$ cat src/rtl/stopwatch_pkg.sv
// Shared definitions for the stopwatch sequencer: FSM state encoding and
// the prescaler width helper.
package stopwatch_pkg;

  typedef enum logic [1:0] {
    S_IDLE  = 2'd0,
    S_RUN   = 2'd1,
    S_PAUSE = 2'd2,
    S_CLEAR = 2'd3
  } state_t;

  // Width of a counter that must hold 0..prescale-1 (never below 1 bit).
  function automatic int pre_width(input int prescale);
    return (prescale < 2) ? 1 : $clog2(prescale);
  endfunction

endpackage

$ cat src/rtl/digit_cnt4.sv
// One 4-bit binary digit of the count chain. Synchronous clear has priority
// over the count enable; tc tells the next digit to advance.
module digit_cnt4 (
  input  logic       clk,
  input  logic       Reset,
  input  logic       ce,
  input  logic       sclr,
  output logic [3:0] q,
  output logic       tc
);

  // Digit register: clear, else increment (wrapping F->0) on enable.
  always_ff @(posedge clk or posedge Reset) begin
    if (Reset)     q <= 4'h0;
    else if (sclr) q <= 4'h0;
    else if (ce)   q <= q + 4'h1;
  end

  assign tc = ce && (q == 4'hF);

endmodule

$ cat src/rtl/stopwatch_seq.sv
// Run/pause/clear sequencer driving a cascaded 4-bit count chain. Holds the
// command FSM, the clock prescaler and the sticky overflow flag.
module stopwatch_seq
  import stopwatch_pkg::*;
#(
  parameter int PRESCALE = 4,
  parameter int DIGITS   = 2
) (
  input  logic                  clk,
  input  logic                  Reset,
  input  logic                  start,
  input  logic                  stop,
  input  logic                  clr,
  output logic [4*DIGITS-1:0]   count,
  output logic                  cnt_ce,
  output logic                  running,
  output logic                  overflow
);

  localparam int            PW      = pre_width(PRESCALE);
  localparam logic [PW-1:0] PRE_MAX = PW'(PRESCALE - 1);

  state_t          r_state;
  state_t          w_state_nxt;
  logic [PW-1:0]   r_pre;
  logic [PW-1:0]   w_pre_nxt;
  logic            r_ovf;
  logic            w_sclr;
  logic [DIGITS:0] w_carry;

  // State register.
  always_ff @(posedge clk or posedge Reset) begin
    if (Reset) r_state <= S_IDLE;
    else       r_state <= w_state_nxt;
  end

  // Next-state decode; clr beats stop beats start.
  always_comb begin
    w_state_nxt = r_state;
    case (r_state)
      S_IDLE: begin
        if (clr)        w_state_nxt = S_CLEAR;
        else if (start) w_state_nxt = S_RUN;
      end
      S_RUN: begin
        if (clr)       w_state_nxt = S_CLEAR;
        else if (stop) w_state_nxt = S_PAUSE;
      end
      S_PAUSE: begin
        if (clr)        w_state_nxt = S_CLEAR;
        else if (start) w_state_nxt = S_RUN;
      end
      S_CLEAR: w_state_nxt = S_IDLE;
      default: w_state_nxt = S_IDLE;
    endcase
  end

  // Prescaler next value: zeroed by CLEAR or a fresh start from IDLE,
  // advances only while running, holds otherwise (so PAUSE resumes mid-phase).
  always_comb begin
    w_pre_nxt = r_pre;
    if (r_state == S_CLEAR) begin
      w_pre_nxt = '0;
    end else if (r_state == S_IDLE && start && !clr) begin
      w_pre_nxt = '0;
    end else if (r_state == S_RUN) begin
      w_pre_nxt = (r_pre == PRE_MAX) ? '0 : r_pre + PW'(1);
    end
  end

  // Prescaler register.
  always_ff @(posedge clk or posedge Reset) begin
    if (Reset) r_pre <= '0;
    else       r_pre <= w_pre_nxt;
  end

  assign running = (r_state == S_RUN);
  assign cnt_ce  = running && (r_pre == PRE_MAX);
  assign w_sclr  = (r_state == S_CLEAR);

  // A coincident clr suppresses the increment; the chain is zeroed next cycle.
  assign w_carry[0] = cnt_ce && !clr;

  for (genvar g = 0; g < DIGITS; g++) begin : g_digit
    digit_cnt4 u_digit (
      .clk   (clk),
      .Reset (Reset),
      .ce    (w_carry[g]),
      .sclr  (w_sclr),
      .q     (count[4*g +: 4]),
      .tc    (w_carry[g+1])
    );
  end

  // Sticky overflow: set when the top digit carries out, cleared by CLEAR.
  always_ff @(posedge clk or posedge Reset) begin
    if (Reset)                r_ovf <= 1'b0;
    else if (w_sclr)          r_ovf <= 1'b0;
    else if (w_carry[DIGITS]) r_ovf <= 1'b1;
  end

  assign overflow = r_ovf;

endmodule

$ cat config.mk
export PLATFORM = sky130hd
export DESIGN_NAME = stopwatch_seq
export DESIGN_NICKNAME = d
export VERILOG_FILES = /design/src/rtl/stopwatch_pkg.sv /design/src/rtl/digit_cnt4.sv /design/src/rtl/stopwatch_seq.sv
export SDC_FILE = /design/constraint.sdc
export NUM_CORES = 1
export LEC_CHECK = 0
export BUFFER_PORTS_ARGS = -buffer_cell sky130_fd_sc_hd__buf_2
export CAP_MARGIN = 20
export CORE_MARGIN = 3
export CORE_UTILIZATION = 50
export CTS_CLUSTER_DIAMETER = 60
export DETAILED_ROUTE_END_ITERATION = 10
export GPL_TIMING_DRIVEN = 0
export PLACE_DENSITY = 0.75
export SYNTH_ARGS = -nofsm -noshare
export SYNTH_HDL_FRONTEND = slang
export SYNTH_SLANG_ARGS = --single-unit
$ cat constraint.sdc
create_clock -name clk -period 2 [get_ports clk]
set_input_delay 0 -clock clk [delete_from_list [all_inputs] [get_ports clk]]
set_output_delay 0 -clock clk [all_outputs]
set_load 0.02 [all_outputs]
# == Word-level counts from Yosys, hierarchy flattened ==
# Cells that the tools add are included.
# word_totals
reg_bits,13
inputBits,5
output_inout_bits,11
word_cells,45
# op_classes
addsub,3
n_eq_ne,8
n_mux,15
n_reduce_logical,14
# op_table
op,count
2-bit two-way mux,8
4-bit two-way mux,4
4-bit by 1-bit adder with 4-bit output (second input constant),2
4-bit equality test (second input constant),2
2-bit equality test (second input constant),3
1-bit logical AND,6
2-bit case mux with 3 select lines,1
2-bit nonzero test,3
3-bit by 1-bit inequality test with 1-bit output (second input constant),1
3-bit inequality test (second input constant),1
3-bit nonzero test,1
2-bit by 1-bit adder with 2-bit output (second input constant),1
2-bit by 1-bit equality test with 1-bit output (second input constant),1
2-bit logical NOT,1
1-bit two-way mux,2
2-bit AND reduction,1
2-bit OR reduction,1
1-bit logical NOT,1

# == Depth between registers and ports, before layout ==
# Gate-level depths: netlist (run 1).
# depth
ltp_word,7
ltp_mapped,4
ltp_nobuf,4

# == By module ==
# From an unflattened synthesis (run 1), not the netlist that was laid out.
# unflattened
hier_cells,63
hier_area_um2,720.7
# modules_own_cells
module,instances,cells_per_inst,area_per_inst_um2,seq_area_each_um2
digit_cnt4,2,19,231.5,100.1
stopwatch_seq,1,25,257.7,125.1

# == Least setup slack after synthesis (run 1) ==
# OpenSTA, ideal clock, no wires.
# synth_path
path_type,register to register
from,register g_digit[0].u_digit.q[1]
to,register g_digit[1].u_digit.q[3]
setup_time_ns,0.077
arrival_time_ns,1.528
required_ns,1.923
setup_slack_ns,0.395
stages_incl_launch_ff,5
path_buffers,0
synth_period_minus_slack_ns,1.605
path_cell_list,dfrtp_1 -> ha_1 -> nand4b_4 -> or4_1 -> a21oi_1
# synth_between
elab_chain_len,3
# synth_lines
item,line,text
start: declaration,digit_cnt4.sv:8,"output logic [3:0] q,"
start signal: assignment,digit_cnt4.sv:16,else if (ce) q <= q + 4'h1;
4-bit equality test,digit_cnt4.sv:19,assign tc = ce && (q == 4'hF);
1-bit logical AND,digit_cnt4.sv:19,
2-bit nonzero test (no source line),n/a,
end signal: assignment,digit_cnt4.sv:16,
end: declaration,digit_cnt4.sv:8,
# Every way passes these cells.
# A chain may end at the register's enable or synchronous reset.

# == Worst setup path after layout (run 1) ==
# Same ends and word-level chain as after synthesis.

==> metrics.cfg, run 1 <==
[min_path]
hold_path.class=input port to flip-flop

[sta]
slew_headroom=0.665
fmax_ghz=0.620
finalWorstSetupSlack_ns=0.387
finClkSkew_ns=0.00182
tightest_slew_ns=0.502
finalHoldViolCount=0
setup_violations=0
timing.setup.tns_ns=0
slew_violations=0
final.min_clock_period_ns=1.61
rsz0062_at_grt=no
min_period_over_period=0.806

[yosys]
synth-seq-cells=13
synth_edf_count=0
synth_most_common_cell=dfrtp_1
ys_top_cells_by_area=dfrtp_1, a21oi_1, ha_1, o22ai_1, nand4b_4
synthArstFlopShare=1.00
synth_top_area_cell=dfrtp_1
yosysSeqAreaShare=0.457
syn_inst=72
avgSynthCellArea_um2=9.89
ys_types=29
synth_flop_cell=dfrtp_1
synth_area_um2=712
synth_top_area_share=0.457
synth_nets=80
synth_warnings=0
synth_common_cells=dfrtp_1, a21oi_1, inv_1

[global_routing]
globalRouteMet3Util=0.0373
grt_busiest_layer=met2
grt_pass1_wl_um=2640
gr-usage-all-layers=0.184
antenna_found_initial=0
grtUsageMet1=0.231
gr-total-overflow=0
grtUsageMet2=0.299
grt_pass1_vias=607
grt_start_max_net_pins=14

[clock_tree]
clkTransAtPathRegs_ns=0.08
cts.sinks=13
cts-resized-gates=0
cts_tree=built
clockBufferDepth=2
cts_buffers=3
clkLatencyLatePin_ns=0.28
post-cts-setup-buffers=0
cts_htree_levels=1
cts-root-buf=clkbuf_4

[setup_path]
path_max_fanout=9
worst-setup-path-type=flip-flop to flip-flop
critPathCaptureType=flip-flop
cp-start-kind=flip-flop
arrival_ns=1.82
crit_required_ns=2.21

[cells_and_area]
num_antenna_cells=0
layout.nets=102
n_fill_cell=93
layoutNonFillerInstCount=107
area_growth_pct=19.5
drive_gt1_frac=0.237

[die]
core_area_um2=1220
dieArea_um2=1910
start_util=0.585
fp.dieH_um=43.7
ios=16
rows=12
chipWidth_um=43.7

[routing]
drt_iter0_markers=6
drc_errors=0
ant_nets=0
wl_per_cell_um=14.2
wirelength_um=1520
via_count=610
drt-pass1-iter-count=4
via_per_inst=5.70

[power_and_ir_drop]
power_density_nw_per_um2=1060
ir_worst_vdd_v=0.000705
p_leak_uw=0.000441

[run]
maxCapViolCount=0

[placement]
dp_hpwl_um=1060
dp.cells=101
gp_congestion=0.764
place_ws_ns=0.426
portBuffers=15

[status]
status=complete, no violations

[sequential cells by signal (all words and copies together) (netlist names)]
| signal | flops |
|---|---|
| overflow | 1 |
| r_state | 2 |
| r_pre | 2 |
| g_digit.u_digit.q | 8 |
[routing by layer]
metal | wire, um | vias up | part of all wire
met5 | 0 | - | 0
met4 | 25 | 0 | 0.016
met3 | 64 | 5 | 0.042
met2 | 762 | 14 | 0.50
met1 | 665 | 284 | 0.44
li1 | - | 307 | -
[where the power goes]
part,total (uW),internal [uW],switching [uW],leakage (uW)
logic,356,142,214,0.000252
clock network,168,77.4,91.0,0.0000150
registers,381,319,62.4,0.000174
total,906,538,368,0.000441
[worst max-delay path: stages (launching register included)]
cell and delay, ns:
dfrtp_1 0.43, ha_1 0.26, nand4b_4 0.17, or4_1 0.52, a21oi_1 0.15
[cells in the final DEF (no fill, tap or decap), drive strengths merged]
cell and instances:
o21ai 4, and2 2, dlygate4sd3 2, nand4b 2, o31a 1, clkbuf 6, a21oi 9, nor2 2
dfrtp 13, o22ai 4, nor3 1, a22oi 1, ha 3, buf 15, a22o 2, o21a 1
o31ai 2, nand3b 1, mux2i 1, and2b 1, inv 6, nand2b 1, or3 3, nand3 2
nand2 3, and3b 1, o21bai 1, nor2b 1, or4 2
[final timing paths]
path                                    startpoint                      end  slack [ns]  cells after the start
setup / recovery           g_digit[0].u_digit.q[1]  g_digit[1].u_digit.q[3]        0.39                      4
hold / removal                                 clr               r_state[0]        0.05                      2
setup reg to reg           g_digit[0].u_digit.q[1]  g_digit[1].u_digit.q[3]        0.39                      4
hold reg to reg                           overflow                 overflow        0.51                      1
max in group asynchronous                    Reset  g_digit[1].u_digit.q[3]        1.38                      3
min in group asynchronous                    Reset               r_state[0]        0.28                      3
[per-stage QoR]
step	utilization	hold WS, ns	total power (uW)	cell area [um2]
3_3_place_gp	0.662	0.0444	720	805
2_1_floorplan	-	-0.123	635	712
4_1_cts	0.700	0.0554	904	851
5_1_grt	0.700	0.0722	970	851
3_5_place_dp	0.662	0.0544	737	805
6_report	0.700	0.0453	906	851
[final cells by class]
cell class	instances	area, um2	share of cell area
inverter	6	22.5	0.0265
clock buffer	4	26.3	0.0309
buffer	2	7.51	0.00882
tap	14	17.5	0.0206
multi-input combinational	51	357	0.419
timing repair buffer	17	95.1	0.112
sequential	13	325	0.382
[repair_timing]
action / in CTS / in global routing
endpoints found under the hold margin: 14 / 0
endpoints found under the setup margin: 0 / 0
hold buffers: 2 / 0
[kinds of logic (layout without fill, tap and decap cells)]
| family | after synthesis | after routing | synth area share |
|---|---|---|---|
| buf+inv | 8 | 29 | 0.0422 |
| flops | 13 | 13 | 0.457 |
| fa+ha+maj | 3 | 3 | 0.0527 |
| mux | 1 | 1 | 0.0141 |
| compound gates | 25 | 25 | 0.216 |
| simple gates | 22 | 22 | 0.218 |
(Power assumes the default switching activity.)
==> run 2: changes to the inputs <==
ABC_AREA = 1   (was default)
PLACE_DENSITY = 0.74   (was 0.75)
clock period = 1.6 ns   (was 2 ns; I/O delays follow)
==> run 2 against run 1 <==
Compared with the run above:
- cell area is 0.59% higher
- sequential power is 18% higher
- worst hold slack worse by 0.0065 ns
- fmax up 23%
- power up 15%
- via count up 7.2%
- die area is 1.7% higher
- synthesized area is 1.9% higher
- cell count grew 19%
- clock skew up 0.0011 ns
- clock-buffer cell count stayed put
==> metrics.cfg, run 2 <==
[yosys]
synth_common_cells=nand2_1, dfrtp_1, inv_1, nand3_1, nor2_1
synth_nets=100
ys_top_cells_by_area=dfrtp_1, nand2_1, nand3_1, ha_1, nand4_1
synth_area_um2=726
synth_top_area_cell=dfrtp_1
avgSynthCellArea_um2=7.89
synth-seq-cells=13
synth_most_common_cell=nand2_1
synthArstFlopShare=1.00
syn_inst=92
ys_types=21
synth_top_area_share=0.448
yosysSeqAreaShare=0.448
synth_warnings=0
synth_edf_count=0
synth_flop_cell=dfrtp_1

[cells_and_area]
area_growth_pct=17.9
largest_reg_flops=8
fin_area_um2=856
multi_input_area_um2=358
drive_gt1_frac=0.250
regMostFlops=g_digit.u_digit.q
num_antenna_cells=0
ff_latch_area_um2=325
layout.nets=121
n_fill_cell=127
final_cell_mix=nand2_1, buf_2, dfrtp_1
largestRegisters=g_digit.u_digit.q (8), r_pre (2), r_state (2)
mostFrequentLayoutCell=nand2_1

[routing]
drt-pass1-iter-count=4
ant_nets=0
drt_iter0_markers=5
via_per_inst=5.15
wirelength_um=1400
via_count=654
wl_per_cell_um=11.0
drc_errors=0

[power_and_ir_drop]
seqPwrFrac=0.435
combPwrFrac=0.371
p_sw_uw=426
power_density_nw_per_um2=1210
ir_worst_vdd_v=0.000711
p_leak_uw=0.000512
internal_power_uw=612
power_frac_clock=0.194
p_sw_frac=0.410

[sta]
setup_violations=0
finalWorstSetupSlack_ns=0.293
slew_violations=0
fmax_ghz=0.765
timing.setup.tns_ns=0
final.min_clock_period_ns=1.31
slew_headroom=0.664
finalHoldViolCount=0
min_period_over_period=0.817
finClkSkew_ns=0.00291
worst_hold_slack_ns=0.0388
tightest_slew_ns=0.504
rsz0062_at_grt=no

[global_routing]
antenna_found_initial=0
grt_pass1_vias=643
gr-total-overflow=0
gr-usage-all-layers=0.181
grt_pass1_wl_um=2640
grt_start_max_net_pins=14

[setup_path]
reg2reg_slack_ns=0.29
worstPathCellList=ha_1 > nand3_2 > nor2_4 > nor2_1 > nand2_1 > o21ai_1
crit_required_ns=1.75
cp_num_buf_inv=0
slowest_stage=dfrtp_1
crit_family=simple AND/OR/NAND/NOR gates
arrival_ns=1.46
cpPeakStageDelay_ns=0.38
path_max_fanout=9
critPathCaptureType=flip-flop
cp-start-kind=flip-flop
worst-setup-path-type=flip-flop to flip-flop

[clock_tree]
cts_tree=built
cts-root-buf=clkbuf_4
cts_buffers=3
cts-resized-gates=0
cts_hold_buf=1
cts.sinks=13
post-cts-setup-buffers=0
clkLatencyLatePin_ns=0.27
clockBufferDepth=2
clkTransAtPathRegs_ns=0.08
cts_htree_levels=1

[placement]
gp_congestion=0.706
portBuffers=15
place_ws_ns=0.295
placed_cell_area_um2=820
dp_hpwl_um=1040

[die]
fp.dieH_um=44.1
chipWidth_um=44.1
rows=13
dieArea_um2=1940
ios=16
core_area_um2=1330
start_util=0.544

[status]
status=complete, no violations

[run]
maxCapViolCount=0

[min_path]
hold_path.class=input port to flip-flop

## run 2: changes by cell type in the layout (fill, tap and decap cells not counted), moves of 3 or more
cell     previous run  this run
nand4_1             0         6
a21oi_1             9         2
o22ai_1             4         1
nand2_1             3        28
or3_1               3         0
nand3_1             2         8
nor2_1              2         7
## run 2: kinds of logic after synthesis
group	Yosys count	synth area share
and+or+nand+nor	56	0.367
adders and majority gates	3	0.0517
buffers and inverters	11	0.0586
DFF	13	0.448
AOI/OAI and AO/OA	8	0.0621
xor gates and xnor gates	1	0.0121
## run 2: power groups by stage
stage | sequential (uW) | combinational [uW] | clock [uW]
after CTS | 451 | 389 | 209
after floorplan | 463 | 279 | 0
after global routing | 462 | 452 | 220
final | 451 | 385 | 202
after global placement | 456 | 375 | 0
after detailed placement | 458 | 384 | 0
## run 2: worst register-to-register path, delay by kind of cell (launching register included)
| family | cells | cell delay, ns |
|---|---|---|
| adders and majority gates | 1 | 0.20 |
| DFF | 1 | 0.38 |
| and+or+nand+nor | 4 | 0.55 |
| AOI/OAI and AO/OA | 1 | 0.06 |
## run 2: per-layer routing
metal | global-route usage | vias up | wire length [um]
met2 | 0.273 | 14 | 635
li1 | - | 342 | -
met1 | 0.255 | 294 | 686
met4 | 0.0904 | 0 | 25
met5 | 0 | - | 0
met3 | 0.0244 | 4 | 51
## run 2: path summary, 6_finish.rpt
kind | startpoint | endpoint | cells after the start
worst min register to register | overflow | overflow | 2
max in group asynchronous | Reset | g_digit[0].u_digit.q[1] | 3
worst min-delay path | start | r_state[1] | 4
worst max-delay path | r_pre[0] | g_digit[0].u_digit.q[2] | 6
min in group asynchronous | Reset | g_digit[1].u_digit.q[3] | 3
worst max register to register | r_pre[0] | g_digit[0].u_digit.q[2] | 6
## run 2: final cells by class
cell class              count  share of cell area
multi-input cells          68               0.418
well taps                  15              0.0219
clock buffers               4              0.0307
plain buffers               1             0.00585
flip-flops and latches     13               0.380
inverters                  10              0.0439
repair buffers             16              0.0994
## run 2: stage by stage
stage                     utilization  std cells  total power [uW]
after floorplan                     -         92               742
after CTS                       0.642        127              1050
after global routing            0.642        127              1130
final                           0.642        127              1040
after detailed placement        0.614        122               842
after global placement          0.614        122               831
==> run 3: changes to the inputs <==
ABC_AREA = 0   (was 1)
PLACE_DENSITY = 0.75   (was 0.74)
clock period = 1.3 ns   (was 1.6 ns; I/O delays follow)
==> run 3 against run 2 <==
Compared with the run above:
- the flow now finishes with violations (setup timing)
- register-to-register slack worse by 0.34 ns
- global-route usage is 4.3 points higher
- combinational power up 110%
- sequential power grew 37%
- largest cell class unchanged
==> metrics.cfg, run 3 (same netlist as run 1, synthesis figures left out) <==
[status]
status=finished, violations left
violations=setup timing

[die]
chipWidth_um=43.7
core_area_um2=1220
rows=12
start_util=0.585
dieArea_um2=1910
ios=16
fp.dieH_um=43.7

[clock_tree]
clkLatencyLatePin_ns=0.28
clkTransAtPathRegs_ns=0.09
cts_buffers=3
cts_tree=built
clockBufferDepth=2
cts_htree_levels=1
cts.sinks=13
cts-root-buf=clkbuf_4

[placement]
dp_hpwl_um=1090
placed_cell_area_um2=843
place_ws_ns=-0.0702
portBuffers=15
gp_congestion=0.775

[sta]
worst_hold_slack_ns=0.0434
finClkSkew_ns=0.00810
slew_violations=0
tightest_slew_ns=0.500
finalHoldViolCount=0
min_period_over_period=1.03
slew_headroom=0.666
fmax_ghz=0.744
final.min_clock_period_ns=1.34
finalWorstSetupSlack_ns=-0.0437
setup_violations=3
rsz0062_at_grt=yes

[cells_and_area]
fin_area_um2=1020
mostFrequentLayoutCell=buf_2
regMostFlops=g_digit.u_digit.q
largestRegisters=g_digit.u_digit.q (8), r_pre (2), r_state (2)
final_cell_mix=buf_2, a21oi_1, buf_4
layout.nets=112
area_growth_pct=43.8
drive_gt1_frac=0.447
num_antenna_cells=0
largest_reg_flops=8
n_fill_cell=64

[setup_path]
worstPathCellList=ha_4 > nand4b_4 > or4_1 > a21oi_1
r2r_end=g_digit[1].u_digit.q[3]
slowest_stage=or4_1
crit_cells=4
cp-start-kind=flip-flop
crit_start=g_digit[0].u_digit.q[0]
critPathCapture=g_digit[1].u_digit.q[3]
crit_family=simple AND/OR/NAND/NOR gates
worst_r2r_startpoint=g_digit[0].u_digit.q[0]
critPathCaptureType=flip-flop
path_max_fanout=5
worst-setup-path-type=flip-flop to flip-flop
arrival_ns=1.54
reg2reg_slack_ns=-0.04
r2r_cells=4
crit_required_ns=1.50
cp_num_buf_inv=0
cpPeakStageDelay_ns=0.42

[routing]
via_per_inst=6.14
drc_errors=0
ant_nets=0
via_count=718
drt_iter0_markers=23
drt-pass1-iter-count=4
wirelength_um=2090
wl_per_cell_um=17.8

[power_and_ir_drop]
combPwrFrac=0.478
p_sw_frac=0.402
ir_worst_vdd_v=0.00111
p_sw_uw=677
p_leak_uw=0.000522
power_frac_clock=0.154
internal_power_uw=1010
seqPwrFrac=0.368
power_density_nw_per_um2=1640

[global_routing]
grt_pass1_wl_um=3210
antenna_found_initial=0
gr-usage-all-layers=0.224
grt_start_max_net_pins=14
grt_pass1_vias=682
gr-total-overflow=0

[min_path]
hold_path.class=input port to flip-flop

[run]
maxCapViolCount=0

==> run 3: changes by cell type in the layout (fill, tap and decap cells not counted), moves of 6 or more <==
cell     previous run  this run
nand3_1             8         2
nand4_1             6         0
nand2_1            28         3
dfrtp_2             0         6
dfrtp_1            13         7
buf_4               0         8
a21oi_1             2         9
==> run 3: power by group through the flow <==
stage          sequential, uW  combinational, uW  clock [uW]
2_1_floorplan             632                386           0
3_3_place_gp              605                549           0
3_5_place_dp              613                566           0
4_1_cts                   610                713         253
5_1_grt                   636                862         284
6_report                  619                803         260
==> run 3: worst reg2reg max path, stage by stage, from the launching register on <==
cell and delay [ns]:
dfrtp_2 0.41, ha_4 0.18, nand4b_4 0.13, or4_1 0.42
a21oi_1 0.13
==> run 3: final cells by class <==
cell class | count | area, um2 | area share
multi-input cells | 52 | 439 | 0.429
well taps | 14 | 17.5 | 0.0171
clock buffers | 4 | 26.3 | 0.0257
plain buffers | 2 | 12.5 | 0.0122
flip-flops and latches | 13 | 333 | 0.325
inverters | 6 | 22.5 | 0.0220
repair buffers | 26 | 173 | 0.169
==> run 3: metal layers <==
metal / share of wire / global-route usage / vias to the layer above
met1: 0.37 / 0.262 / 338
met2: 0.52 / 0.395 / 35
met4: 0.051 / 0.102 / 0
li1: - / - / 332
met5: 0 / 0 / -
met3: 0.053 / 0.0332 / 13
==> run 3: stage by stage <==
| step | cells | total power [uW] | TNS, ns | util |
|---|---|---|---|---|
| after floorplan | 72 | 1020 | -0.0391 | - |
| after CTS | 114 | 1580 | -0.0364 | 0.808 |
| after global routing | 117 | 1780 | -0.448 | 0.842 |
| after global placement | 101 | 1150 | -0.0833 | 0.693 |
| after detailed placement | 101 | 1180 | -0.146 | 0.693 |
| final | 117 | 1680 | -0.0628 | 0.842 |
==> run 3: repair_timing <==
action                                  4_1_cts  5_1_grt
cloned                                        1        0
resized for setup                            10        6
endpoints found under the hold margin        14        0
buffers inserted                              6        3
pin swaps                                     4        8
endpoints found under the setup margin        7        7
hold buffers                                  2        0
==> run 3: worst min-delay path by stage <==
stage,from,to,slack [ns],cells past startpoint
5_1_grt,stop,r_state[1],0.07,3
6_report,stop,r_state[1],0.04,3
2_1_floorplan,Reset,g_digit[0].u_digit.q[3],-0.12,1
3_5_place_dp,Reset,r_pre[1],0.04,2
4_1_cts,stop,r_state[1],0.05,3
3_3_place_gp,Reset,r_pre[1],0.04,2
